## config.mk

```make
export PLATFORM = sky130hd
export DESIGN_NAME = stepper_driver
export DESIGN_NICKNAME = d
export VERILOG_FILES = /design/src/rtl/stepper_pkg.sv /design/src/rtl/stepper_driver_step_timer.sv /design/src/rtl/stepper_driver.sv
export SDC_FILE = /design/constraint.sdc
export NUM_CORES = 1
export LEC_CHECK = 0
export BUFFER_PORTS_ARGS = -buffer_cell sky130_fd_sc_hd__buf_4
export CORE_MARGIN = 2
export CORE_UTILIZATION = 40
export CTS_CLUSTER_DIAMETER = 150
export DETAILED_ROUTE_END_ITERATION = 16
export GPL_TIMING_DRIVEN = 0
export SETUP_SLACK_MARGIN = 0.5
export SLEW_MARGIN = 40
export SYNTH_ARGS = -nofsm -noshare
export SYNTH_HDL_FRONTEND = slang
export SYNTH_HIERARCHICAL = 1
export SYNTH_SLANG_ARGS = --single-unit
```

## constraint.sdc

```tcl
create_clock -name clk -period 7.8 [get_ports clk]
set_input_delay 0.78 -clock clk [delete_from_list [all_inputs] [get_ports clk]]
set_output_delay 0.78 -clock clk [all_outputs]
set_load 0.1 [all_outputs]
```

## src/rtl/stepper_pkg.sv

```systemverilog
// Shared types and constants for the two-axis STEP/DIR pulse generator.
// Default phase timings are overridable through stepper_driver parameters.
package stepper_pkg;

    localparam int unsigned STEP_CNT_W          = 64;
    localparam int unsigned TIMER_W             = 32;
    localparam int unsigned DEF_PULSE_HIGH_CYC  = 50;
    localparam int unsigned DEF_STEP_PERIOD_CYC = 500;
    localparam int unsigned DEF_DIR_SETUP_CYC   = 20;

    typedef enum logic [1:0] {
        ST_IDLE,
        ST_DIR_SETUP,
        ST_STEP_HIGH,
        ST_STEP_LOW
    } state_e;

endpackage

```

## src/rtl/stepper_driver_step_timer.sv

```systemverilog
// Loadable down-counter; tc_o is high while the count sits at zero, so loading
// N-1 on phase entry makes tc_o fire in the N-th cycle of that phase.
module step_timer #(
    parameter int unsigned W = 32
) (
    input  logic         clk,
    input  logic         reset_n,
    input  logic         load_i,
    input  logic [W-1:0] load_val_i,
    output logic         tc_o
);

    logic [W-1:0] cnt_q;
    logic [W-1:0] cnt_d;

    always_comb begin
        cnt_d = cnt_q;
        if (load_i) begin
            cnt_d = load_val_i;
        end else if (cnt_q != '0) begin
            cnt_d = cnt_q - 1'b1;
        end
    end

    always_ff @(posedge clk or negedge reset_n) begin
        if (!reset_n) begin
            cnt_q <= '0;
        end else begin
            cnt_q <= cnt_d;
        end
    end

    assign tc_o = (cnt_q == '0);

endmodule

```

## src/rtl/stepper_driver.sv

```systemverilog
// Two-axis STEP/DIR generator with Bresenham interpolation of the minor axis.
// Optional STEPPER_POS_TRACK_EN adds signed position counters pos1/pos2.
module stepper_driver
    import stepper_pkg::*;
#(
    parameter int unsigned PULSE_HIGH_CYC  = DEF_PULSE_HIGH_CYC,
    parameter int unsigned STEP_PERIOD_CYC = DEF_STEP_PERIOD_CYC,
    parameter int unsigned DIR_SETUP_CYC   = DEF_DIR_SETUP_CYC
) (
    input  logic                  clk,
    input  logic                  reset_n,
    input  logic                  start,
    input  logic [STEP_CNT_W-1:0] m1_steps,
    input  logic [STEP_CNT_W-1:0] m2_steps,
    input  logic                  dir1,
    input  logic                  dir2,
    input  logic                  abort,
    output logic                  step1,
    output logic                  step2,
    output logic                  dir1_out,
    output logic                  dir2_out,
    output logic                  stepper_ready,
    output logic                  move_done
`ifdef STEPPER_POS_TRACK_EN
    ,
    output logic signed [STEP_CNT_W-1:0] pos1,
    output logic signed [STEP_CNT_W-1:0] pos2
`endif
);

    localparam logic [TIMER_W-1:0] DIR_LOAD  = TIMER_W'(DIR_SETUP_CYC - 1);
    localparam logic [TIMER_W-1:0] HIGH_LOAD = TIMER_W'(PULSE_HIGH_CYC - 1);
    localparam logic [TIMER_W-1:0] LOW_LOAD  = TIMER_W'(STEP_PERIOD_CYC - PULSE_HIGH_CYC - 1);

    state_e                  state_q, state_d;
    logic [STEP_CNT_W-1:0]   major_q, major_d;
    logic [STEP_CNT_W-1:0]   minor_q, minor_d;
    logic [STEP_CNT_W-1:0]   rem_q, rem_d;
    logic [STEP_CNT_W:0]     err_q, err_d;
    logic [STEP_CNT_W:0]     err_sum;
    logic                    maj1_q, maj1_d;
    logic                    abort_pend_q, abort_pend_d;
    logic                    step1_q, step1_d, step2_q, step2_d;
    logic                    dir1_q, dir1_d, dir2_q, dir2_d;
    logic                    ready_q, ready_d, done_q, done_d;
    logic                    minor_step, enter_high, zero_acc;
    logic                    tmr_load, tmr_tc;
    logic [TIMER_W-1:0]      tmr_val;
`ifdef STEPPER_POS_TRACK_EN
    logic signed [STEP_CNT_W-1:0] pos1_q, pos1_d, pos2_q, pos2_d;
`endif

    step_timer #(.W(TIMER_W)) u_timer (
        .clk        (clk),
        .reset_n    (reset_n),
        .load_i     (tmr_load),
        .load_val_i (tmr_val),
        .tc_o       (tmr_tc)
    );

    // err stays below major, so the sum never needs more than one extra bit.
    assign err_sum    = err_q + {1'b0, minor_q};
    assign minor_step = (err_sum >= {1'b0, major_q});

    always_comb begin
        state_d      = state_q;
        major_d      = major_q;
        minor_d      = minor_q;
        rem_d        = rem_q;
        err_d        = err_q;
        maj1_d       = maj1_q;
        abort_pend_d = abort_pend_q;
        step1_d      = step1_q;
        step2_d      = step2_q;
        dir1_d       = dir1_q;
        dir2_d       = dir2_q;
        done_d       = 1'b0;
        tmr_load     = 1'b0;
        tmr_val      = '0;
        enter_high   = 1'b0;
        zero_acc     = 1'b0;
`ifdef STEPPER_POS_TRACK_EN
        pos1_d       = pos1_q;
        pos2_d       = pos2_q;
`endif
        case (state_q)
            ST_IDLE: begin
                abort_pend_d = 1'b0;
                if (start && ready_q && !abort) begin
                    dir1_d = dir1;
                    dir2_d = dir2;
                    err_d  = '0;
                    if (m1_steps >= m2_steps) begin
                        major_d = m1_steps;
                        minor_d = m2_steps;
                        maj1_d  = 1'b1;
                        rem_d   = m1_steps;
                    end else begin
                        major_d = m2_steps;
                        minor_d = m1_steps;
                        maj1_d  = 1'b0;
                        rem_d   = m2_steps;
                    end
                    if (m1_steps == '0 && m2_steps == '0) begin
                        zero_acc = 1'b1;
                        done_d   = 1'b1;
                    end else begin
                        state_d  = ST_DIR_SETUP;
                        tmr_load = 1'b1;
                        tmr_val  = DIR_LOAD;
                    end
                end
            end
            ST_DIR_SETUP: begin
                if (abort) begin
                    state_d = ST_IDLE;
                    done_d  = 1'b1;
                end else if (tmr_tc) begin
                    enter_high = 1'b1;
                end
            end
            ST_STEP_HIGH: begin
                // An abort here is remembered so the pulse keeps its full width.
                if (abort) begin
                    abort_pend_d = 1'b1;
                end
                if (tmr_tc) begin
                    state_d  = ST_STEP_LOW;
                    tmr_load = 1'b1;
                    tmr_val  = LOW_LOAD;
                    step1_d  = 1'b0;
                    step2_d  = 1'b0;
                end
            end
            ST_STEP_LOW: begin
                if (abort || abort_pend_q) begin
                    state_d = ST_IDLE;
                    done_d  = 1'b1;
                end else if (tmr_tc) begin
                    rem_d = rem_q - 1'b1;
                    if (rem_q == STEP_CNT_W'(1)) begin
                        state_d = ST_IDLE;
                        done_d  = 1'b1;
                    end else begin
                        enter_high = 1'b1;
                    end
                end
            end
            default: state_d = ST_IDLE;
        endcase

        if (enter_high) begin
            state_d  = ST_STEP_HIGH;
            tmr_load = 1'b1;
            tmr_val  = HIGH_LOAD;
            err_d    = minor_step ? (err_sum - {1'b0, major_q}) : err_sum;
            step1_d  = maj1_q | minor_step;
            step2_d  = !maj1_q | minor_step;
`ifdef STEPPER_POS_TRACK_EN
            if (maj1_q | minor_step) begin
                pos1_d = dir1_q ? pos1_q + 64'sd1 : pos1_q - 64'sd1;
            end
            if (!maj1_q | minor_step) begin
                pos2_d = dir2_q ? pos2_q + 64'sd1 : pos2_q - 64'sd1;
            end
`endif
        end

        ready_d = (state_d == ST_IDLE) && !zero_acc;
    end

    always_ff @(posedge clk or negedge reset_n) begin
        if (!reset_n) begin
            state_q      <= ST_IDLE;
            major_q      <= '0;
            minor_q      <= '0;
            rem_q        <= '0;
            err_q        <= '0;
            maj1_q       <= 1'b0;
            abort_pend_q <= 1'b0;
            step1_q      <= 1'b0;
            step2_q      <= 1'b0;
            dir1_q       <= 1'b0;
            dir2_q       <= 1'b0;
            ready_q      <= 1'b1;
            done_q       <= 1'b0;
`ifdef STEPPER_POS_TRACK_EN
            pos1_q       <= '0;
            pos2_q       <= '0;
`endif
        end else begin
            state_q      <= state_d;
            major_q      <= major_d;
            minor_q      <= minor_d;
            rem_q        <= rem_d;
            err_q        <= err_d;
            maj1_q       <= maj1_d;
            abort_pend_q <= abort_pend_d;
            step1_q      <= step1_d;
            step2_q      <= step2_d;
            dir1_q       <= dir1_d;
            dir2_q       <= dir2_d;
            ready_q      <= ready_d;
            done_q       <= done_d;
`ifdef STEPPER_POS_TRACK_EN
            pos1_q       <= pos1_d;
            pos2_q       <= pos2_d;
`endif
        end
    end

    assign step1         = step1_q;
    assign step2         = step2_q;
    assign dir1_out      = dir1_q;
    assign dir2_out      = dir2_q;
    assign stepper_ready = ready_q;
    assign move_done     = done_q;
`ifdef STEPPER_POS_TRACK_EN
    assign pos1          = pos1_q;
    assign pos2          = pos2_q;
`endif

endmodule
```

==> results of run 1 <==
## how the worst max path moves through the flow
stage                           startpoint  depth (start not counted)                     to
global route        minor_q[0]$_DFFE_PN0P_                         26  err_q[37]$_DFFE_PN0P_
global placement    minor_q[2]$_DFFE_PN0P_                         26  err_q[37]$_DFFE_PN0P_
CTS                 minor_q[0]$_DFFE_PN0P_                         26  err_q[37]$_DFFE_PN0P_
floorplan           minor_q[1]$_DFFE_PN0P_                         25  err_q[57]$_DFFE_PN0P_
detailed placement  minor_q[2]$_DFFE_PN0P_                         26  err_q[51]$_DFFE_PN0P_
finish              minor_q[2]$_DFFE_PN0P_                         25  err_q[37]$_DFFE_PN0P_
## cell usage after synthesis (72+ instances only)
cell	number	area (um2)
a21o_1	94	705.7
nor4_1	72	450.4
a21oi_1	318	1592
clkbuf_1	127	476.7
nand2_1	362	1359
nand3_1	107	535.5
mux2i_1	165	1652
inv_1	166	623.1
nor2_1	195	732.0
o21ai_0	276	1381
dfrtp_1	298	7457
ha_1	195	2440
xnor2_1	83	727.0
## critical path: cells and delay by family, from the launching register on
| family | cells | cell delay (ns) |
|---|---|---|
| XOR/XNOR | 1 | 0.21 |
| AND/OR/NAND/NOR | 6 | 1.23 |
| multiplexers | 1 | 0.28 |
| buffers and inverters | 4 | 0.84 |
| AO/OA/AOI/OAI | 11 | 3.28 |
| adder cells (fa/ha/maj) | 2 | 0.66 |
| flip-flops | 1 | 0.40 |
## registers in the layout (all words and copies together) (netlist names), 2 cells and up
name           flops
major_q           64
state_q            2
rem_q             64
minor_q           64
err_q             65
u_timer/cnt_q     32
## layout by cell type (no fill, tap or decap), types with 27 or more instances in the layout
master	count
nand4_1	59
nor2_1	195
inv_1	166
a31oi_1	35
nor3_1	65
dfrtp_1	298
a21o_1	94
nand2b_1	30
buf_4	147
and3_1	27
xnor2_1	83
ha_1	195
xor2_1	46
a21oi_1	318
nand2_1	362
o21ai_0	275
mux2i_1	165
nor4_1	69
clkbuf_16	40
clkbuf_1	126
nand3_1	107
## metrics by stage
stage | std cells | power [W]
after global placement | 4139 | 0.006798
final | 4222 | 0.008857
after global routing | 4222 | 0.009399
after floorplan | 3163 | 0.005442
after detailed placement | 4144 | 0.006806
after CTS | 4215 | 0.008705
## kinds of logic after synthesis
family	after synthesis
XOR/XNOR	129
flip-flops	299
buffers and inverters	337
adder cells (fa/ha/maj)	197
AO/OA/AOI/OAI	968
other	1
AND/OR/NAND/NOR	1038
multiplexers	170
## layout make-up
| cell class | instances | area share |
|---|---|---|
| plain buffers | 170 | 0.02591 |
| flip-flops and latches | 299 | 0.2592 |
| clock inverters | 15 | 0.005894 |
| clock buffers | 56 | 0.03917 |
| well taps | 837 | 0.03627 |
| inverters | 167 | 0.02171 |
| repair buffers | 151 | 0.04234 |
| multi-input cells | 2527 | 0.5695 |
## routing by layer
layer	vias to the layer above	routed length, um
li1	11840	-
met1	12280	44070
met2	1142	44300
met3	244	8200
met4	2	5416
met5	-	13
## power breakdown
| group | switching, W | leakage, nW | total (W) | internal, W |
|---|---|---|---|---|
| Combinational | 0.00292 | 9.06 | 0.00466 | 0.00174 |
| Clock | 0.000756 | 0.639 | 0.00187 | 0.00111 |
| Sequential | 0.000396 | 3.70 | 0.00233 | 0.00194 |
## timing repair
| item | in CTS | in global routing |
|---|---|---|
| pin swaps | 0 | 3 |
| setup buffers | 0 | 6 |
| resized for setup | 5 | 18 |
| hold buffers | 0 | 0 |
| setup endpoints to repair | 57 | 64 |
==> summary.md, run 1 <==
| Metric | Value |
|---|---|
| Total GRT Usage | `0.3124` |
| Worst hold path class | `input port to asynchronous set/reset pin` |
| Worst-case clock buffer depth | `3` |
| Nets | `3686` |
| Global route total overflow | `0` |
| Worst endpoint required time | `8.22 ns` |
| Total core area | `61830 um2` |
| Crit Path Class | `flop to flop` |
| Pwr dens | `306.8 nW/um2` |
| Ports | `140` |
| Number of detailed-route iterations in the first pass | `6` |
| Antenna Cells | `0` |
| Largest net degree at the start of global routing | `69` |
| Endpoints failing setup | `0` |
| CTS tree | `done` |
| Starting Density | `0.4057` |
| First-pass GRT wire length | `151.6 mm` |
| Hold slack | `0.1031 ns` |
| Grt met2 use | `0.4851` |
| FF-to-FF setup slack | `0.72 ns` |
| Dpl hpwl | `81.17 mm` |
| Fillers | `6228` |
| Fin util | `0.4670` |
| Synth-to-layout area growth | `15.12%` |
| Worst slew pin tran | `0.9332 ns` |
| Slew margin rel. | `0.3779` |
| Grt met1 use | `0.4291` |
| Slowest cell on the critical path | `a211oi_1` |
| Status | `complete, no violations` |
| Post-synthesis register bit count | `299` |
| Synth Flop Type | `dfrtp_1` |
| Drt drc | `0` |
| Mean post-synth cell area | `7.990 um2` |
| Sink Count | `299` |
| Met3 usage | `0.04378` |
| YS warnings | `6` |
| Max Clock Skew | `0.01837 ns` |
| Arr. time, crit path | `7.50 ns` |
| Routability cong. | `1.063` |
| Slew Limit Fails | `0` |
| RR Startpoint | `minor_q[2]$_DFFE_PN0P_` |
| Root Driver | `clkbuf_16` |
| Pleak | `13.40 nW` |
| Area of the mapped netlist | `25080 um2` |
| Layout cell share with drive strength beyond 1 | `0.09365` |
| Initial antenna violation count | `1` |
| RSZ-0062 raised after global routing | `no` |
| Distinct cell type count after synthesis | `94` |
| Final Cycle Share | `0.9074` |
| Via density per instance | `6.040` |
| Crit end category | `flop` |
| Synth Area in Adders | `0.09887` |
| Reg-to-reg endpoint | `err_q[37]$_DFFE_PN0P_` |
| Buffers on Ports | `139` |
| Initial detailed-routing violation count | `2620` |
| Die area | `64720 um2` |
| Drt total wl | `102.0 mm` |
| DP Worst Slack | `0.1793 ns` |
| Post-synthesis sequential area ratio | `0.2984` |
| Crit Path Max Fanout | `10` |
| Setup tns final | `0 ns` |
| Final Hold Viols | `0` |
| Worst Setup Start Kind | `flop` |
| Area after DPL | `27400 um2` |
| Die Span Y | `254.4 um` |
| Largest family of logic cells by synthesized area | `compound AO/OA/AOI/OAI gates` |
| Num CTS Buffers | `39` |
| Row count | `91` |
| Number of global-route vias before repair | `24020` |
| Clock latency on the worst-skew pair | `0.58 ns` |
| Finished Cell Area | `28870 um2` |
| DR WL/cell | `24.16 um` |
| Syn Inst Count | `3139` |
| Maximum vdd drop | `179.7 uV` |
| Post-Synth Simple-Gate Area | `0.2016` |
| Post-route setup slack | `0.7220 ns` |
| Max stage delay on crit path | `0.76 ns` |
| Gr busiest metal | `met2` |
| Reg2reg path depth | `25` |
| Multi-input gate area | `16440 um2` |
| Mux cell area share after synthesis | `0.06809` |
| Max Fclk | `141.3 MHz` |
| Synth Area in Compound Gates | `0.2340` |
| EDFF count, synth | `0` |
| Xor/xnor share of the synthesized area | `0.04505` |
| Final min period | `7.078 ns` |
| Htree depth | `2` |
| Die width | `254.4 um` |
| Vias | `25500` |
| Sequential cell area | `7483 um2` |
| Antenna-violating nets left | `0` |
| Asr flop ratio synth | `1.000` |
| Max Cap Viol | `0` |
| Clk slew on worst S/H paths | `0.06 ns` |
Note: power is estimated with default switching activity, not from simulation.
==> run 2: changes to the inputs <==
--- a/config.mk
+++ b/config.mk
@@ -6,11 +6,14 @@
 export NUM_CORES = 1
 export LEC_CHECK = 0
 export BUFFER_PORTS_ARGS = -buffer_cell sky130_fd_sc_hd__buf_4
+export CELL_PAD_IN_SITES_DETAIL_PLACEMENT = 1
+export CELL_PAD_IN_SITES_GLOBAL_PLACEMENT = 2
 export CORE_MARGIN = 2
-export CORE_UTILIZATION = 40
+export CORE_UTILIZATION = 38
 export CTS_CLUSTER_DIAMETER = 150
 export DETAILED_ROUTE_END_ITERATION = 16
 export GPL_TIMING_DRIVEN = 0
+export PLACE_DENSITY_LB_ADDON = 0.1
 export SETUP_SLACK_MARGIN = 0.5
 export SLEW_MARGIN = 40
 export SYNTH_ARGS = -nofsm -noshare
==> run 2 against run 1 <==
Routed wire length increased by 16%. Clock power is 13% higher. Critical path depth rose by 2. Design area increased by 1.2%. Sequential share of layout area down 0.30 points. Clock skew rose by 0.0085 ns. Largest power group unchanged. Highest routed layer is now met4.
==> summary.md, run 2 (synthesis results as in run 1) <==
| Metric | Value |
|---|---|
| Fillers | `7940 (+27%)` |
| Endpoints failing setup | `0 (unchanged)` |
| Worst hold path class | `input port to asynchronous set/reset pin` |
| Most flops, register | `err_q` |
| Layout cell share with drive strength beyond 1 | `0.1010 (+0.007356)` |
| Max Clock Skew | `0.02684 ns (+0.008474 ns)` |
| Slew Limit Fails | `0 (unchanged)` |
| RSZ-0062 raised after global routing | `yes` |
| Worst slew pin tran | `0.9357 ns (+0.002592 ns)` |
| DP Worst Slack | `-0.3342 ns (-0.5134 ns)` |
| Setup tns final | `0 ns (unchanged)` |
| Maximum vdd drop | `157.8 uV (-12%)` |
| Die Span Y | `260.9 um (+2.6%)` |
| Drt drc | `0 (unchanged)` |
| Total GRT Usage | `0.3442 (+0.03185)` |
| Synth-to-layout area growth | `16.47%` |
| Worst Setup Start Kind | `flop` |
| Via density per instance | `6.115 (+1.2%)` |
| Max Fclk | `143.1 MHz (+1.3%)` |
| Starting Density | `0.3829 (-0.02282)` |
| Buffers on Ports | `139 (unchanged)` |
| Crit Path Max Fanout | `10 (unchanged)` |
| Worst endpoint required time | `8.29 ns (+0.07 ns)` |
| Max Cap Viol | `0 (unchanged)` |
| Max reg flops | `65 (unchanged)` |
| Global route total overflow | `0 (unchanged)` |
| Arr. time, crit path | `7.48 ns (-0.02 ns)` |
| Number of detailed-route iterations in the first pass | `6 (unchanged)` |
| Pleak | `13.50 nW (+0.75%)` |
| Sink Count | `299 (unchanged)` |
| Multi-input gate area | `16530 um2 (+0.53%)` |
| Crit Path Class | `flop to flop` |
| Sequential cell area | `7483 um2 (unchanged)` |
| Hold slack | `0.06933 ns (-0.03373 ns)` |
| Nets | `3687 (+0.027%)` |
| CTS tree | `done` |
| Ports | `140 (unchanged)` |
| First-pass GRT wire length | `174.4 mm (+15%)` |
| Row count | `94 (+3.3%)` |
| Status | `complete, no violations` |
| Most common cell after layout, fill and taps aside | `nand2_1` |
| Number of global-route vias before repair | `26260 (+9.3%)` |
| Htree depth | `2 (unchanged)` |
| Clock latency on the worst-skew pair | `0.60 ns (+0.02 ns)` |
| Area after DPL | `27490 um2 (+0.32%)` |
| DR WL/cell | `27.75 um (+15%)` |
| Finished Cell Area | `29210 um2 (+1.2%)` |
| Final Cycle Share | `0.8958 (-0.01161)` |
| Dpl hpwl | `95.29 mm (+17%)` |
| FF-to-FF setup slack | `0.81 ns (+0.09 ns)` |
| Die area | `68070 um2 (+5.2%)` |
| Clk slew on worst S/H paths | `0.06 ns (about the same)` |
| Routability cong. | `0.9818 (-7.6%)` |
| Largest net degree at the start of global routing | `73 (+5.8%)` |
| Root Driver | `clkbuf_16` |
| Final Hold Viols | `0 (unchanged)` |
| Post-route setup slack | `0.8125 ns (+0.09056 ns)` |
| Slew margin rel. | `0.3762 (-0.001728)` |
| Vias | `26000 (+2.0%)` |
| Crit end category | `flop` |
| Total power | `0.009389 W (+6.0%)` |
| Total core area | `65510 um2 (+6.0%)` |
| Drt total wl | `118.0 mm (+16%)` |
| Die width | `260.9 um (+2.6%)` |
| Antenna-violating nets left | `0 (unchanged)` |
| Initial antenna violation count | `2 (+1)` |
| Hold buffer count at cts | `0 (unchanged)` |
| Final min period | `6.987 ns (-0.09056 ns)` |
| Most frequent cells in the layout | `nand2_1, a21oi_1, dfrtp_1, o21ai_0, ha_1` |
| Num CTS Buffers | `39 (unchanged)` |
| Worst-case clock buffer depth | `3 (unchanged)` |
| Pwr dens | `321.4 nW/um2 (+4.8%)` |
| Initial detailed-routing violation count | `2304 (-12%)` |
## run 2: changes by cell type in the layout (fill, tap and decap cells not counted), moves of 3 or more
cell	delta
bufinv_16	+5
buf_4	+3
clkinv_4	+3
clkbuf_2	+6
nor4_1	-4
clkinv_2	-6
clkbuf_1	-12
nor4_2	+4
## run 2: report_power, final
group / leakage, nW / switching, W / internal [W]
clock: 0.717 / 0.000808 / 0.00130
sequential: 3.70 / 0.000446 / 0.00194
combinational: 9.08 / 0.00315 / 0.00174
total: 13.5 / 0.00441 / 0.00498
## run 2: what timing repair did
action                                  in CTS  in global routing
cloned                                       0                  0
buffers inserted                             4                  2
endpoints found under the setup margin      66                 62
pin swaps                                    2                  2
resized for setup                           14                 21
## run 2: path summary, 6_finish.rpt
path                                              from                      to  cells after the start
min in group clk                                  dir2    dir2_out$_DFFE_PN0P_                      3
worst min register to register  major_q[6]$_DFFE_PN0P_  major_q[6]$_DFFE_PN0P_                      2
worst min-delay path                           reset_n   err_q[20]$_DFFE_PN0P_                      1
worst max register to register  minor_q[0]$_DFFE_PN0P_   err_q[44]$_DFFE_PN0P_                     27
worst max-delay path            minor_q[0]$_DFFE_PN0P_   err_q[44]$_DFFE_PN0P_                     27
max in group asynchronous                      reset_n   rem_q[50]$_DFFE_PN0P_                      3
## run 2: worst max-delay path, cell delays in order (launching register included)
cell      delay, ns
dfrtp_1        0.41
ha_1           0.25
fa_1           0.46
a211oi_2       0.31
o211ai_2       0.19
a41oi_2        0.35
o21bai_2       0.19
a311oi_4       0.27
buf_4          0.20
o21ai_0        0.12
nand2_2        0.17
o21ai_0        0.12
xor2_1         0.19
ha_1           0.32
clkbuf_1       0.31
nand4_1        0.28
nor3_2         0.40
nand2_1        0.12
o311ai_2       0.16
nand3_1        0.13
o21bai_1       0.20
a21oi_1        0.30
nor3_4         0.10
nand2_2        0.24
buf_4          0.32
clkbuf_2       0.36
nand2_1        0.18
a31oi_1        0.21
## run 2: cell type report
class / count / share of cell area
flip-flops and latches: 299 / 0.2562
multi-input cells: 2527 / 0.5659
clock buffers: 53 / 0.03902
plain buffers: 170 / 0.02587
inverters: 167 / 0.02146
repair buffers: 152 / 0.04249
well taps: 864 / 0.03701
diodes: 2 / 0.0001713
clock inverters: 18 / 0.01195
## run 2: metrics by stage
| stage | cells | utilization |
|---|---|---|
| 2_1_floorplan | 3163 | - |
| 3_3_place_gp | 4166 | 0.4167 |
| 3_5_place_dp | 4173 | 0.4196 |
| 4_1_cts | 4248 | 0.4441 |
| 5_1_grt | 4251 | 0.4459 |
| 6_report | 4252 | 0.4459 |
## run 2: routing by layer
metal	wire length [um]	GRT usage	up-vias
li1	-	-	11820
met1	55650	0.4934	13210
met5	0	0	-
met3	6501	0.04837	182
met2	51590	0.5290	793
met4	4231	0.1179	0
